<file path="config.mk">
export PLATFORM = sky130hd
export DESIGN_NAME = instr_fetch_unit
export DESIGN_NICKNAME = d
export VERILOG_FILES = /design/src/rtl/instr_fetch_unit.sv
export SDC_FILE = /design/constraint.sdc
export NUM_CORES = 1
export LEC_CHECK = 0
export BUFFER_PORTS_ARGS = -buffer_cell sky130_fd_sc_hd__buf_2
export CAP_MARGIN = 20
export CELL_PAD_IN_SITES_DETAIL_PLACEMENT = 0
export CELL_PAD_IN_SITES_GLOBAL_PLACEMENT = 1
export CORE_MARGIN = 10
export CORE_UTILIZATION = 38
export CTS_BUF_LIST = sky130_fd_sc_hd__clkbuf_8 sky130_fd_sc_hd__clkbuf_16
export DETAILED_ROUTE_END_ITERATION = 8
export PLACE_DENSITY = 0.93
export SYNTH_ARGS = -nofsm -noshare
export SYNTH_HDL_FRONTEND = slang
export SYNTH_SLANG_ARGS = --single-unit
</file>
<file path="constraint.sdc">
create_clock -name clk -period 5.08 [get_ports clk]
set_input_delay 1.016 -clock clk [delete_from_list [all_inputs] [get_ports clk]]
set_output_delay 1.016 -clock clk [all_outputs]
set_load 0.01 [all_outputs]
</file>
<file path="src/rtl/instr_fetch_unit.sv">
// instr_fetch_unit: fetch stage of the 16-bit CPU.
// Holds the PC, requests instruction words over a req/valid handshake and
// latches them into the instruction register (IR). The IR is sliced into the
// opcode / reg_sel / immed fields that feed decode and sign-extend.
//
// Handshakes:
//   memory : a word is taken on any cycle where mem_req=1 and mem_valid=1.
//            mem_valid while mem_req=0 (e.g. after a redirect or in HOLD)
//            is ignored.
//   decode : the IR is consumed on any cycle where ir_valid=1 and stall=0.
//
// Optional feature macro: PREFETCH_BUF_EN
//   When defined, a one-entry prefetch buffer keeps fetching while decode
//   stalls, so the next word moves into the IR with no bubble on release.
module instr_fetch_unit #(
    parameter logic [15:0] RESET_PC = 16'h0000,
    parameter int unsigned PC_STEP  = 1
) (
    input  logic        clk,
    input  logic        rst_n,
    output logic        mem_req,
    output logic [15:0] mem_addr,
    input  logic [15:0] mem_rdata,
    input  logic        mem_valid,
    input  logic        stall,
    input  logic        redirect,
    input  logic [15:0] redirect_pc,
    output logic        ir_valid,
    output logic [5:0]  opcode,
    output logic        reg_sel,
    output logic [8:0]  immed,
    output logic [15:0] pc_out,
    output logic [1:0]  dbg_state
);

    typedef enum logic [1:0] {
        S_IDLE = 2'd0,
        S_REQ  = 2'd1,
        S_HOLD = 2'd2
    } state_t;

    localparam logic [15:0] STEP = 16'(PC_STEP);

    state_t      r_state;
    state_t      w_next_state;
    logic [15:0] r_pc;
    logic [15:0] r_ir;
    logic [15:0] r_pc_out;
    logic        r_ir_valid;
    logic        w_mem_req;
    logic        w_take;
    logic        w_ir_free;

`ifdef PREFETCH_BUF_EN
    logic [15:0] r_buf_data;
    logic [15:0] r_buf_pc;
    logic        r_buf_valid;
`else
    logic        w_consume;
    assign w_consume = r_ir_valid & ~stall;
`endif

    // IR may accept a new word: it is empty or being consumed this cycle
    assign w_ir_free = ~r_ir_valid | ~stall;
    // A word is taken only while a request is actually on the bus
    assign w_take    = w_mem_req & mem_valid;

    // FSM state register
    always_ff @(posedge clk or negedge rst_n) begin
        if (!rst_n) begin
            r_state <= S_IDLE;
        end else begin
            r_state <= w_next_state;
        end
    end

    // FSM next-state logic; redirect overrides every state
    always_comb begin
        w_next_state = r_state;
        if (redirect) begin
            w_next_state = S_REQ;
        end else begin
            case (r_state)
                S_IDLE: w_next_state = S_REQ;
                S_REQ: begin
`ifdef PREFETCH_BUF_EN
                    // the buffer absorbs stalls, so fetching never parks
                    w_next_state = S_REQ;
`else
                    if (stall && (r_ir_valid || w_take)) begin
                        w_next_state = S_HOLD;
                    end
`endif
                end
                S_HOLD: begin
                    if (!stall) begin
                        w_next_state = S_REQ;
                    end
                end
                default: w_next_state = S_IDLE;
            endcase
        end
    end

    // FSM outputs: request only in REQ, dropped combinationally on redirect
    always_comb begin
        w_mem_req = 1'b0;
        if (r_state == S_REQ && !redirect) begin
`ifdef PREFETCH_BUF_EN
            w_mem_req = ~r_buf_valid;
`else
            w_mem_req = w_ir_free;
`endif
        end
    end

    // PC, IR and (optionally) prefetch buffer update
    always_ff @(posedge clk or negedge rst_n) begin
        if (!rst_n) begin
            r_pc       <= RESET_PC;
            r_ir       <= 16'h0000;
            r_pc_out   <= RESET_PC;
            r_ir_valid <= 1'b0;
`ifdef PREFETCH_BUF_EN
            r_buf_data  <= 16'h0000;
            r_buf_pc    <= RESET_PC;
            r_buf_valid <= 1'b0;
`endif
        end else if (redirect) begin
            // squash the IR, any buffered word and any fetch in flight
            r_pc       <= redirect_pc;
            r_ir_valid <= 1'b0;
`ifdef PREFETCH_BUF_EN
            r_buf_valid <= 1'b0;
`endif
        end else begin
`ifdef PREFETCH_BUF_EN
            if (w_take) begin
                r_pc <= r_pc + STEP;
            end
            if (w_ir_free) begin
                if (r_buf_valid) begin
                    r_ir        <= r_buf_data;
                    r_pc_out    <= r_buf_pc;
                    r_ir_valid  <= 1'b1;
                    r_buf_valid <= 1'b0;
                end else if (w_take) begin
                    r_ir       <= mem_rdata;
                    r_pc_out   <= r_pc;
                    r_ir_valid <= 1'b1;
                end else begin
                    r_ir_valid <= 1'b0;
                end
            end else if (w_take) begin
                r_buf_data  <= mem_rdata;
                r_buf_pc    <= r_pc;
                r_buf_valid <= 1'b1;
            end
`else
            if (w_take) begin
                r_ir       <= mem_rdata;
                r_pc_out   <= r_pc;
                r_pc       <= r_pc + STEP;
                r_ir_valid <= 1'b1;
            end else if (w_consume) begin
                r_ir_valid <= 1'b0;
            end
`endif
        end
    end

    assign mem_req   = w_mem_req;
    assign mem_addr  = r_pc;
    assign ir_valid  = r_ir_valid;
    assign opcode    = r_ir[15:10];
    assign reg_sel   = r_ir[9];
    assign immed     = r_ir[8:0];
    assign pc_out    = r_pc_out;
    assign dbg_state = r_state;

endmodule

</file>
Word-level counts from Yosys, hierarchy flattened
Cells that the tools add are included.
{ "word_totals": {"word_cells": 35, "regBits": 51, "output_inout_bits": 52} }
{ "op_classes": {"n_addsub": 1, "n_reduce_logical": 9, "bitwise_logic": 6, "n_eq_ne": 4, "n_mux": 10} }
{ "op_table": {"columns": ["op", "count"], "rows": [
  ["$mux W16", 2],
  ["$add A16 B1 Y16 const B", 1],
  ["$mux W2", 3],
  ["$ne A3 B3 Y1 const B", 2],
  ["$pmux W2 S3", 1],
  ["$mux W1", 4],
  ["$reduce_and A2 Y1", 2],
  ["$not A1 Y1", 3],
  ["$reduce_bool A3 Y1", 1],
  ["$and A1 B1 Y1", 2],
  ["$eq A2 B1 Y1 const B", 1],
  ["$eq A2 B2 Y1 const B", 1],
  ["$logic_and A1 B1 Y1", 2],
  ["$logic_not A2 Y1", 1],
  ["$reduce_bool A2 Y1", 1],
  ["$logic_not A1 Y1", 1],
  ["$logic_or A1 B1 Y1", 1],
  ["$or A1 B1 Y1", 1]
]} }

Depth between registers and ports, before layout
{ "depth": {"ltp_word": 9, "mapped_depth": 7, "mapped_depth_nobuf": 5} }

Least setup slack after synthesis
No wires, ideal clock.
{ "synth_timing": {"kind": "input to output", "from": "input port redirect", "to": "output port mem_req", "arrival_ns": 1.564, "path_stages": 3, "path_slack_ns": 2.500, "cell_sequence": "buf_6 a21o_1 nor3_1"} }
{ "synth_between": {"elab_chain_len": 3} }
{ "synth_rtl": {"columns": ["item", "line_no", "source"], "rows": [
  ["start, declared", "26", "input logic redirect,"],
  ["$logic_not A1 Y1", "108", "if (r_state == S_REQ && !redirect) begin"],
  ["$logic_and A1 B1 Y1", "108", null],
  ["$mux W1", "108", null],
  ["end, declared", "21", "output logic mem_req,"]
]} }
No other way between the ends.

Worst setup path in the final report
{ "layout_timing": {"from": "input port redirect", "to": "register r_pc[11] (netlist: mem_addr[11])"} }
{ "layout_between": {"elab_chain_len": 5} }
{ "layout_rtl": {"columns": ["item", "line_no", "source"], "rows": [
  ["$logic_not A1 Y1", "108", null],
  ["$logic_and A1 B1 Y1", "108", null],
  ["$mux W1", "108", null],
  ["$and A1 B1 Y1", "66", "assign w_take = w_mem_req & mem_valid;"],
  ["$reduce_bool A2 Y1 (no source line)", null, null],
  ["end signal, assigned", "131", "r_pc <= redirect_pc;"],
  ["end signal, assigned", "163", "r_pc <= r_pc + STEP;"],
  ["end, declared", "46", "logic [15:0] r_pc;"]
]} }
Parallel ways exist; a longest one is shown, timed or not.
A chain may end at the register's enable or synchronous reset.

==> impl_metrics.toml <==
[outcome]
status = "finished clean"

[routing]
via_per_inst = 5.12
wl_per_cell_um = 16.3
dr.first_iter.drc_count = 181
postRouteAntennaNets = 0
via_count = 2159
drt-pass1-iter-count = 4
drc_errors = 0
drt-total-wl_um = 6880

[synth]
synth_cell_type_count = 37
yosys.area.top_type = "dfrtp_1"
synth_edf_count = 0
synthTopCellsByArea = "dfrtp_1 55%, nand2_1 18%, o21ai_0 2.6%, o311ai_0 2.3%, nand3_1 2.0%"
seq_area_frac_synth_pct = 55.3
syn_nets = 297
synth_warnings = 0
synth_ff_type = "dfrtp_1"
synth-seq-cells = 51
synth_top_area_share_pct = 55.3
syn_area_um2 = 2310
syn_area_per_cell_um2 = 8.91
synthCells = 259
async_flop_share_pct = 100

[flow_run]
maxCapViolations = 0

[grt]
grt.total_usage_pct = 14.0
antenna_found_initial = 0
grt-ovfl-total = 0
grt_start_max_net_pins = 52
grt_pass1_wl_um = 11400
grt_pass1_vias = 2259

[timing]
period_minus_slack_ps = 2850
hold_violations = 0
rsz0062_at_grt = "no"
tightest_slew_ps = 805
setup_tns_ps = 0
fmax_mhz = 351
holdWs_ps = 475
finClkSkew_ps = 6.24
slew_headroom_pct = 46.2
drv_slew = 0
period_share_pct = 56.1
setup_violations = 0

[setup_path]
timing.rr.start = "dbg_state[1]$_DFFE_PN0P_"
path_class = "in -> reg"
worstSetupEndpointType = "flop"
cpMostUsedCell = "o311ai_0"
path_delay_family = "compound AO/OA/AOI/OAI gates"
worstPathMaxFanout = 25
cp.depth = 6
slowest_delay_ps = 520
cp_num_buf_inv = 2
rr_worst_depth = 5
critical-path-slowest-cell = "nand2_1"
required_ps = 5240
start_kind = "primary input"
cp_cell_sequence = "buf_2 -> a21oi_1 -> nand2_1 -> buf_4 -> o311ai_0 -> o311ai_0"
crit_path_start = "redirect"
arrival_ps = 3010

[clocking]
cts_hold_buf = 0
clock-sinks = 51
cts_tree = "yes"
root_buffer = "clkbuf_8"
cts_resized = 0
cts_buffers = 5
clk_pin_slew_ps = 90
clock_path_buffers = 2
h-tree-depth = 2
cts_setup_buffers = 0
clock_latency_ps = 300

[place]
gp_congestion = 0.807
io_buffers = 88
place_area_um2 = 2810
hpwl_um = 5090

[pwr]
p_leak_uw = 0.00155
p_per_area_nw_per_um2 = 368
vdd_drop_max_mv = 0.167

[floorplanning]
core-area_um2 = 5920
std_cell_rows = 28
dieArea_um2 = 9590
start_util_pct = 39.0
die_w_um = 97.9
ioPinCount = 89
die_h_um = 97.9

[finish]
postLayoutCellArea_um2 = 2940
layout_common_cells = "111 x nand2_1, 88 x buf_2, 51 x dfrtp_1, 12 x o21ai_0, 9 x nand3_1"
fin_nets = 384
final_common_cell = "nand2_1"
num_antenna_cells = 0
drive_gt1_share_pct = 30.3
area_growth_pct = 27.4

[worst_hold_path]
whs_path_depth = 2
worstHoldStart = "r_ir[2]$_DFFE_PN0P_"
hp-class = "reg -> reg"
## sequential cells by signal, indices dropped and copies added, names as in the netlist
name / cells
mem_addr: 16
pc_out: 16
r_ir: 16
dbg_state: 2
ir_valid: 1
## layout make-up
class                      count  area [um^2]
clock inverter                 3         43.8
multi-input combinational    192          963
tap                           75         93.8
clock buffer                   5         68.8
fill                         575         2980
inverter                       4         15.0
sequential                    51         1280
timing repair buffer          92          478
## synthesized netlist by cell type, drive strengths merged, types with 2 or more instances
| library cell | instances |
|---|---|
| a21o | 3 |
| a21oi | 3 |
| a221o | 3 |
| a22oi | 2 |
| and2 | 2 |
| and3 | 2 |
| buf | 7 |
| clkbuf | 5 |
| dfrtp | 51 |
| inv | 4 |
| nand2 | 111 |
| nand3 | 9 |
| nand4 | 6 |
| nor2 | 6 |
| nor3 | 4 |
| nor3b | 2 |
| nor4 | 2 |
| o211ai | 2 |
| o21ai | 12 |
| o311ai | 8 |
| xnor2 | 3 |
## power by group
group          leakage, uW  internal [uW]  switching (uW)
clock            0.0000581            147             138
sequential        0.000633            478            60.6
combinational     0.000863            107             150
## worst paths after layout
kind	endpoint	slack [ps]
setup / recovery	mem_addr[11]$_DFFE_PN0P_	2230
hold / removal	r_ir[2]$_DFFE_PN0P_	480
hold reg to reg	r_ir[2]$_DFFE_PN0P_	480
min in group asynchronous	r_ir[13]$_DFFE_PN0P_	810
max in group asynchronous	mem_addr[0]$_DFFE_PN0P_	3860
setup reg to reg	mem_addr[11]$_DFFE_PN0P_	2770
## routing by layer
layer	wire length, um	vias up	GRT usage [%]
met1	3210	1005	18.7
met5	0	-	0
met3	596	7	5.43
li1	-	1058	-
met2	2990	89	20.5
met4	87	0	3.58
## logic make-up after synthesis
| group | share of synthesized area (%) |
|---|---|
| DFF | 55.3 |
| and+or+nand+nor | 27.6 |
| xor gates and xnor gates | 1.52 |
| adders and majority gates | 0.542 |
| AOI/OAI and AO/OA | 12.0 |
| buffers and inverters | 3.04 |
## stage by stage
step           worst slack, ps  util (%)  std cells  total power [uW]
2_1_floorplan             2500         -        259               667
3_3_place_gp              1960      47.5        413               799
3_5_place_dp              1910      47.5        413               807
4_1_cts                   2210      49.4        421              1090
5_1_grt                   1950      49.6        422              1150
6_report                  2230      49.6        422              1080
## tightest hold or removal path, delay by kind of cell (launching register included)
family / cells / cell delay [ps]
flip-flops: 1 / 350
AND/OR/NAND/NOR: 2 / 100
Note: power is estimated with default switching activity, not from simulation.
